<file path="src/rtl/npc_pkg.sv">
// Shared NPC pipeline constants: register-file geometry defaults, the
// hard-wired zero-register index and the architectural register index type.
package npc_pkg;

  localparam int unsigned ADDR_WIDTH_DEF = 5;
  localparam int unsigned DATA_WIDTH_DEF = 64;
  localparam int unsigned ZERO_REG       = 0;

  typedef logic [ADDR_WIDTH_DEF-1:0] reg_idx_t;

endpackage : npc_pkg

</file>
<file path="src/rtl/regfile_rport.sv">
// One combinational read port of regfile_sb: zero mux, busy lookup and, when
// REGFILE_BYPASS_EN is defined, same-cycle writeback forwarding.
module regfile_rport
  import npc_pkg::*;
#(
  parameter int ADDR_WIDTH = ADDR_WIDTH_DEF,
  parameter int DATA_WIDTH = DATA_WIDTH_DEF,
  localparam int NREGS     = 2**ADDR_WIDTH
) (
  input  logic [ADDR_WIDTH-1:0] raddr_i,
  input  logic [DATA_WIDTH-1:0] rf_i [NREGS],
  input  logic [NREGS-1:0]      busy_i,
`ifdef REGFILE_BYPASS_EN
  input  logic                  wen_i,
  input  logic [ADDR_WIDTH-1:0] waddr_i,
  input  logic [DATA_WIDTH-1:0] wdata_i,
`endif
  output logic [DATA_WIDTH-1:0] rdata_o,
  output logic                  rbusy_o
);

  localparam logic [ADDR_WIDTH-1:0] ZERO_IDX = ADDR_WIDTH'(ZERO_REG);

  always_comb begin
    // NOTE: every output gets a default first so no path can infer a latch.
    rdata_o = '0;
    rbusy_o = 1'b0;
    if (raddr_i != ZERO_IDX) begin
      rdata_o = rf_i[raddr_i];
      rbusy_o = busy_i[raddr_i];
    end
`ifdef REGFILE_BYPASS_EN
    if (wen_i && (waddr_i != ZERO_IDX) && (waddr_i == raddr_i)) begin
      rdata_o = wdata_i;
      rbusy_o = 1'b0;
    end
`endif
  end

endmodule : regfile_rport

</file>
<file path="src/rtl/regfile_sb.sv">
// Integer register file with a single-bit busy scoreboard per register; x0 is
// hard-wired zero. Define REGFILE_BYPASS_EN for same-cycle writeback forwarding.
module regfile_sb
  import npc_pkg::*;
#(
  parameter int ADDR_WIDTH = ADDR_WIDTH_DEF,
  parameter int DATA_WIDTH = DATA_WIDTH_DEF,
  parameter int NR_READ    = 2
) (
  input  logic                          clk,
  input  logic                          rst,
  input  logic                          wen,
  input  logic [ADDR_WIDTH-1:0]         waddr,
  input  logic [DATA_WIDTH-1:0]         wdata,
  input  logic [NR_READ*ADDR_WIDTH-1:0] raddr,
  output logic [NR_READ*DATA_WIDTH-1:0] rdata,
  output logic [NR_READ-1:0]            rbusy,
  input  logic                          issue_valid,
  input  logic [ADDR_WIDTH-1:0]         issue_rd,
  output logic                          issue_ready,
  input  logic                          flush
);

  localparam int NREGS = 2**ADDR_WIDTH;
  localparam logic [ADDR_WIDTH-1:0] ZERO_IDX = ADDR_WIDTH'(ZERO_REG);

  logic [DATA_WIDTH-1:0] rf_q [1:NREGS-1];
  logic [NREGS-1:1]      busy_q, busy_d;
  logic [DATA_WIDTH-1:0] rf_view [NREGS];
  logic [NREGS-1:0]      busy_view;
  logic                  wr_en;
  logic                  issue_fire;

  assign wr_en      = wen && (waddr != ZERO_IDX);
  assign issue_fire = issue_valid && issue_ready;
  assign busy_view  = {busy_q, 1'b0};

  always_comb begin
    rf_view[0] = '0;
    for (int r = 1; r < NREGS; r++) rf_view[r] = rf_q[r];
  end

  always_comb begin
    issue_ready = (issue_rd == ZERO_IDX) || !busy_view[issue_rd];
`ifdef REGFILE_BYPASS_EN
    if (wen && (waddr == issue_rd) && !flush) issue_ready = 1'b1;
`endif
  end

  // Flush beats everything; otherwise an issue to the retiring index wins
  // because its set is applied after the writeback clear.
  always_comb begin
    busy_d = busy_q;
    if (flush) begin
      busy_d = '0;
    end else begin
      for (int r = 1; r < NREGS; r++) begin
        if (wr_en && (waddr == ADDR_WIDTH'(r)))         busy_d[r] = 1'b0;
        if (issue_fire && (issue_rd == ADDR_WIDTH'(r))) busy_d[r] = 1'b1;
      end
    end
  end

  always_ff @(posedge clk or posedge rst) begin
    if (rst) begin
      busy_q <= '0;
      // NOTE: the data array is reset too, since reads must return zero after reset.
      for (int r = 1; r < NREGS; r++) rf_q[r] <= '0;
    end else begin
      // NOTE: non-blocking assignments so every register updates from pre-edge values.
      busy_q <= busy_d;
      for (int r = 1; r < NREGS; r++) begin
        if (wr_en && (waddr == ADDR_WIDTH'(r))) rf_q[r] <= wdata;
      end
    end
  end

  for (genvar i = 0; i < NR_READ; i++) begin : g_rport
    regfile_rport #(
      .ADDR_WIDTH (ADDR_WIDTH),
      .DATA_WIDTH (DATA_WIDTH)
    ) u_rport (
      .raddr_i (raddr[i*ADDR_WIDTH +: ADDR_WIDTH]),
      .rf_i    (rf_view),
      .busy_i  (busy_view),
`ifdef REGFILE_BYPASS_EN
      .wen_i   (wen),
      .waddr_i (waddr),
      .wdata_i (wdata),
`endif
      .rdata_o (rdata[i*DATA_WIDTH +: DATA_WIDTH]),
      .rbusy_o (rbusy[i])
    );
  end

endmodule : regfile_sb

</file>
<file path="config.mk">
export PLATFORM = sky130hd
export DESIGN_NAME = regfile_sb
export DESIGN_NICKNAME = d
export VERILOG_FILES = /design/src/rtl/npc_pkg.sv /design/src/rtl/regfile_rport.sv /design/src/rtl/regfile_sb.sv
export SDC_FILE = /design/constraint.sdc
export NUM_CORES = 2
export LEC_CHECK = 0
export ABC_CLOCK_PERIOD_IN_PS = 132900
export CAP_MARGIN = 20
export CORE_ASPECT_RATIO = 1.4
export CORE_UTILIZATION = 45
export DETAILED_ROUTE_END_ITERATION = 10
export PLACE_DENSITY = 0.73
export SLEW_MARGIN = 20
export SYNTH_ARGS = -nofsm -noshare
export SYNTH_HDL_FRONTEND = slang
export SYNTH_SLANG_ARGS = --single-unit
</file>
<file path="constraint.sdc">
create_clock -name clk -period 132.9 [get_ports clk]
set_clock_uncertainty 0.1 [all_clocks]
set_input_delay 13.29 -clock clk [delete_from_list [all_inputs] [get_ports clk]]
set_output_delay 13.29 -clock clk [all_outputs]
set_load 0.05 [all_outputs]
</file>
==> load_flow_metrics.sql <==
INSERT INTO impl_metrics (metric_group, metric, value, unit) VALUES
('timing', 'fin_tns_setup', '0', 'ps'),
('worst_setup_path', 'cp.arrival', '18580', 'ps'),
('clock_tree', 'htreeDepth', '4', ''),
('grt', 'maximum_number_of_pins_on_one_net_before_global_route_repair', '183', ''),
('routing', 'detail_route.wirelength', '346000', 'um'),
('die', 'dieHeight', '581', 'um'),
('timing', 'fin_ws', '100940', 'ps'),
('clock_tree', 'postCtsResizedCells', '0', ''),
('routing', 'average_wire_per_standard_cell', '33.7', 'um'),
('clock_tree', 'cts-buffers-inserted', '194', ''),
('power_and_ir_drop', 'peakVddDrop', '0.0000112', 'V'),
('logic_synthesis', 'warnings_from_yosys', '0', ''),
('logic_synthesis', 'synth.yosys.seq_area_share', '46.9', '%'),
('logic_synthesis', 'synth_cells', '7259', ''),
('timing', 'timing_max_transition_violations_final', '0', ''),
('timing', 'count_of_final_hold_check_violations', '0', ''),
('cells_and_area', 'area_growth_syn_to_layout', '10.0', '%'),
('logic_synthesis', 'async_set_or_reset_register_ratio_after_synthesis', '100', '%'),
('routing', 'routed_via_density', '6.79', ''),
('timing', 'period_share', '24.1', '%'),
('power_and_ir_drop', 'p_leak', '51.6', 'nW'),
('clock_tree', 'clock_sinks', '2015', ''),
('logic_synthesis', 'yosysUniqueCellTypes', '50', ''),
('placed_design', 'place_congestion', '0.832', ''),
('worst_setup_path', 'criticalPathCategory', 'input port to output pin', ''),
('die', 'die_area', '0.241', 'mm^2'),
('timing', 'worst_pin_slew', '1220', 'ps'),
('die', 'io-pin-count', '220', ''),
('routing', 'drc_errors', '0', ''),
('run_status', 'outcome', 'finished, final reports clean', ''),
('logic_synthesis', 'synth-edff-count', '0', ''),
('logic_synthesis', 'synth.avg_cell_area', '14.8', 'um^2'),
('worst_setup_path', 'cp-start-kind', 'input port', ''),
('placed_design', 'port_buffers', '219', ''),
('clock_tree', 'worstSkewPairLatency', '850', 'ps'),
('min_path', 'hold_crit_class', 'flip-flop to flip-flop', ''),
('timing', 'rsz0062_at_grt', 'no', ''),
('routing', 'detail-route-antenna-nets', '0', ''),
('worst_setup_path', 'worstSetupEndpointType', 'output pin', ''),
('clock_tree', 'clk_pin_slew_worst_paths', '60', 'ps'),
('power_and_ir_drop', 'power.density_cell_area', '15.2', 'mW/mm^2'),
('timing', 'peak_freq', '31.3', 'MHz'),
('worst_setup_path', 'critical_path.max_fanout', '59', ''),
('clock_tree', 'post-cts-setup-buffers', '0', ''),
('clock_tree', 'root_buffer', 'clkbuf_16', ''),
('placed_design', 'placed_cell_area', '0.112', 'mm^2'),
('flow_run', 'timing.max_cap.violations', '0', ''),
('routing', 'via_count', '69700', ''),
('cells_and_area', 'final_net_count', '7094', ''),
('worst_setup_path', 'worst_ep_required_time', '119510', 'ps'),
('timing', 'relSlewSlack', '18.6', '%'),
('die', 'core_area', '0.238', 'mm^2'),
('die', 'die-width', '415', 'um'),
('grt', 'grt_use_total', '28.7', '%'),
('timing', 'timing.hold.ws', '396', 'ps'),
('logic_synthesis', 'mappedNetlistArea', '0.108', 'mm^2'),
('logic_synthesis', 'ys_seq_elements', '2015', ''),
('placed_design', 'sum_of_net_half_perimeters_after_detailed_placement', '193000', 'um'),
('logic_synthesis', 'ys_dominant_reg_cell', 'dfrtp_1', ''),
('routing', 'drt_iter0_markers', '7348', ''),
('grt', 'number_of_antenna_violations_at_the_first_check_in_global_routing', '29', ''),
('logic_synthesis', 'syn_nets', '7348', ''),
('grt', 'grt_pass1_wl', '510000', 'um'),
('routing', 'firstDrtPassIters', '6', ''),
('clock_tree', 'cts_max_path_buffers', '4', ''),
('grt', 'number_of_global_route_vias_before_repair', '73600', ''),
('cells_and_area', 'fin_util', '49.7', '%'),
('die', 'core.rowCount', '212', ''),
('cells_and_area', 'share_of_post_route_cells_with_drive_strength_above_1', '43.5', '%'),
('timing', 'timing.final.setup_violations', '0', ''),
('placed_design', 'pre_cts_ws', '100880', 'ps'),
('timing', 'finalCriticalPeriod', '31970', 'ps'),
('clock_tree', 'tritoncts', 'built', ''),
('cells_and_area', 'final_cell_area', '0.118', 'mm^2'),
('die', 'starting_density_of_the_core', '45.2', '%'),
('clock_tree', 'holdBufCountCts', '0', ''),
('grt', 'grt.overflow.total', '0', '');
## layer usage
metal | GRT usage [%] | wire length (um)
met3 | 6.61 | 33100
met2 | 45.2 | 163000
met1 | 37.3 | 131000
met5 | 0 | 165
met4 | 14.3 | 19500
## report_power, final
part | total (mW) | switching (mW) | internal (mW)
Combinational | 0.411 | 0.184 | 0.228
Sequential | 0.819 | 0.0870 | 0.732
Clock | 0.573 | 0.247 | 0.327
Total | 1.80 | 0.517 | 1.29
## synth_stat cells (12+ instances only)
cell         n  share of area, %
a211o_1     24              0.20
a21oi_1     86              0.40
a221o_1     62              0.58
a221oi_1    80              0.65
a22o_1      12             0.098
a22oi_1     81              0.57
a31oi_1     26              0.15
and3_1      26              0.15
buf_1       81              0.28
buf_2      228               1.1
buf_4       15              0.10
clkbuf_1   477               1.7
dfrtp_1   2015                47
inv_1       68              0.24
mux2_1     449               4.7
mux2_2    1684                18
mux2i_1    251               2.3
mux4_2     918                19
nand2_1    329               1.1
nand3b_1    16              0.11
nor2_1      33              0.12
nor2b_1     18              0.10
o21ai_0     18             0.084
o21ai_1     36              0.17
o22ai_1    149              0.87
## registers in the layout (all words and copies together) (netlist names)
register,count
rf_q,1984
busy_q,31
## cell families after synthesis
group | after synthesis | synth area share (%)
buffers and inverters | 875 | 3.41
flip-flops | 2015 | 46.9
AO/OA/AOI/OAI | 588 | 3.86
multiplexers | 3302 | 43.9
AND/OR/NAND/NOR | 479 | 1.98
## worst max-delay path, cell delays in order
cell and delay [ps]:
buf_8 450, buf_4 700, buf_4 720, buf_4 800, mux4_2 360, mux2_2 150
nand2_1 50, a31oi_1 830, clkdlybuf4s50_1 970
## layout make-up
class                           instances  area [um^2]
Antenna cell                           10         25.0
Fill cell                           19500       120000
Multi-Input combinational cell       4369        53900
Tap cell                             3103         3880
Timing Repair Buffer                  356         3450
Clock inverter                         62          778
Clock buffer                          282         5670
Inverter                               69          269
Sequential cell                      2015        50400
## stage by stage
step,power (mW),instances
6_report,1.80,10300
5_1_grt,1.87,10300
2_1_floorplan,1.12,7259
4_1_cts,1.81,10300
3_3_place_gp,1.21,9909
3_5_place_dp,1.24,9909
## cells in the final DEF (no fill, tap or decap), types with 30 or more instances in the layout
master	Yosys	layout
clkinv_2	0	30
nand2_1	329	305
clkdlybuf4s50_1	0	204
a221oi_1	80	80
clkbuf_1	477	41
dfrtp_1	2015	2015
clkbuf_8	0	46
buf_4	15	119
mux2i_1	251	251
mux2_2	1684	1684
mux4_2	918	918
mux2_1	449	449
a21oi_1	86	85
clkbuf_16	0	195
o21ai_1	36	36
inv_1	68	67
o22ai_1	149	149
a221o_1	62	62
a22oi_1	81	81
## path summary, 6_finish.rpt
kind                       startpoint    endpoint  slack (ps)  cells after the start
setup reg to reg           busy_q[23]  busy_q[23]      131020                      4
hold / removal              rf_q[803]   rf_q[803]         400                      2
setup / recovery             raddr[0]    rbusy[0]      100940                      9
max in group asynchronous         rst   rf_q[170]      114700                      8
hold reg to reg             rf_q[803]   rf_q[803]         400                      2
min in group asynchronous         rst  rf_q[1415]       13010                      2
Power figures use the tool's default switching activity.
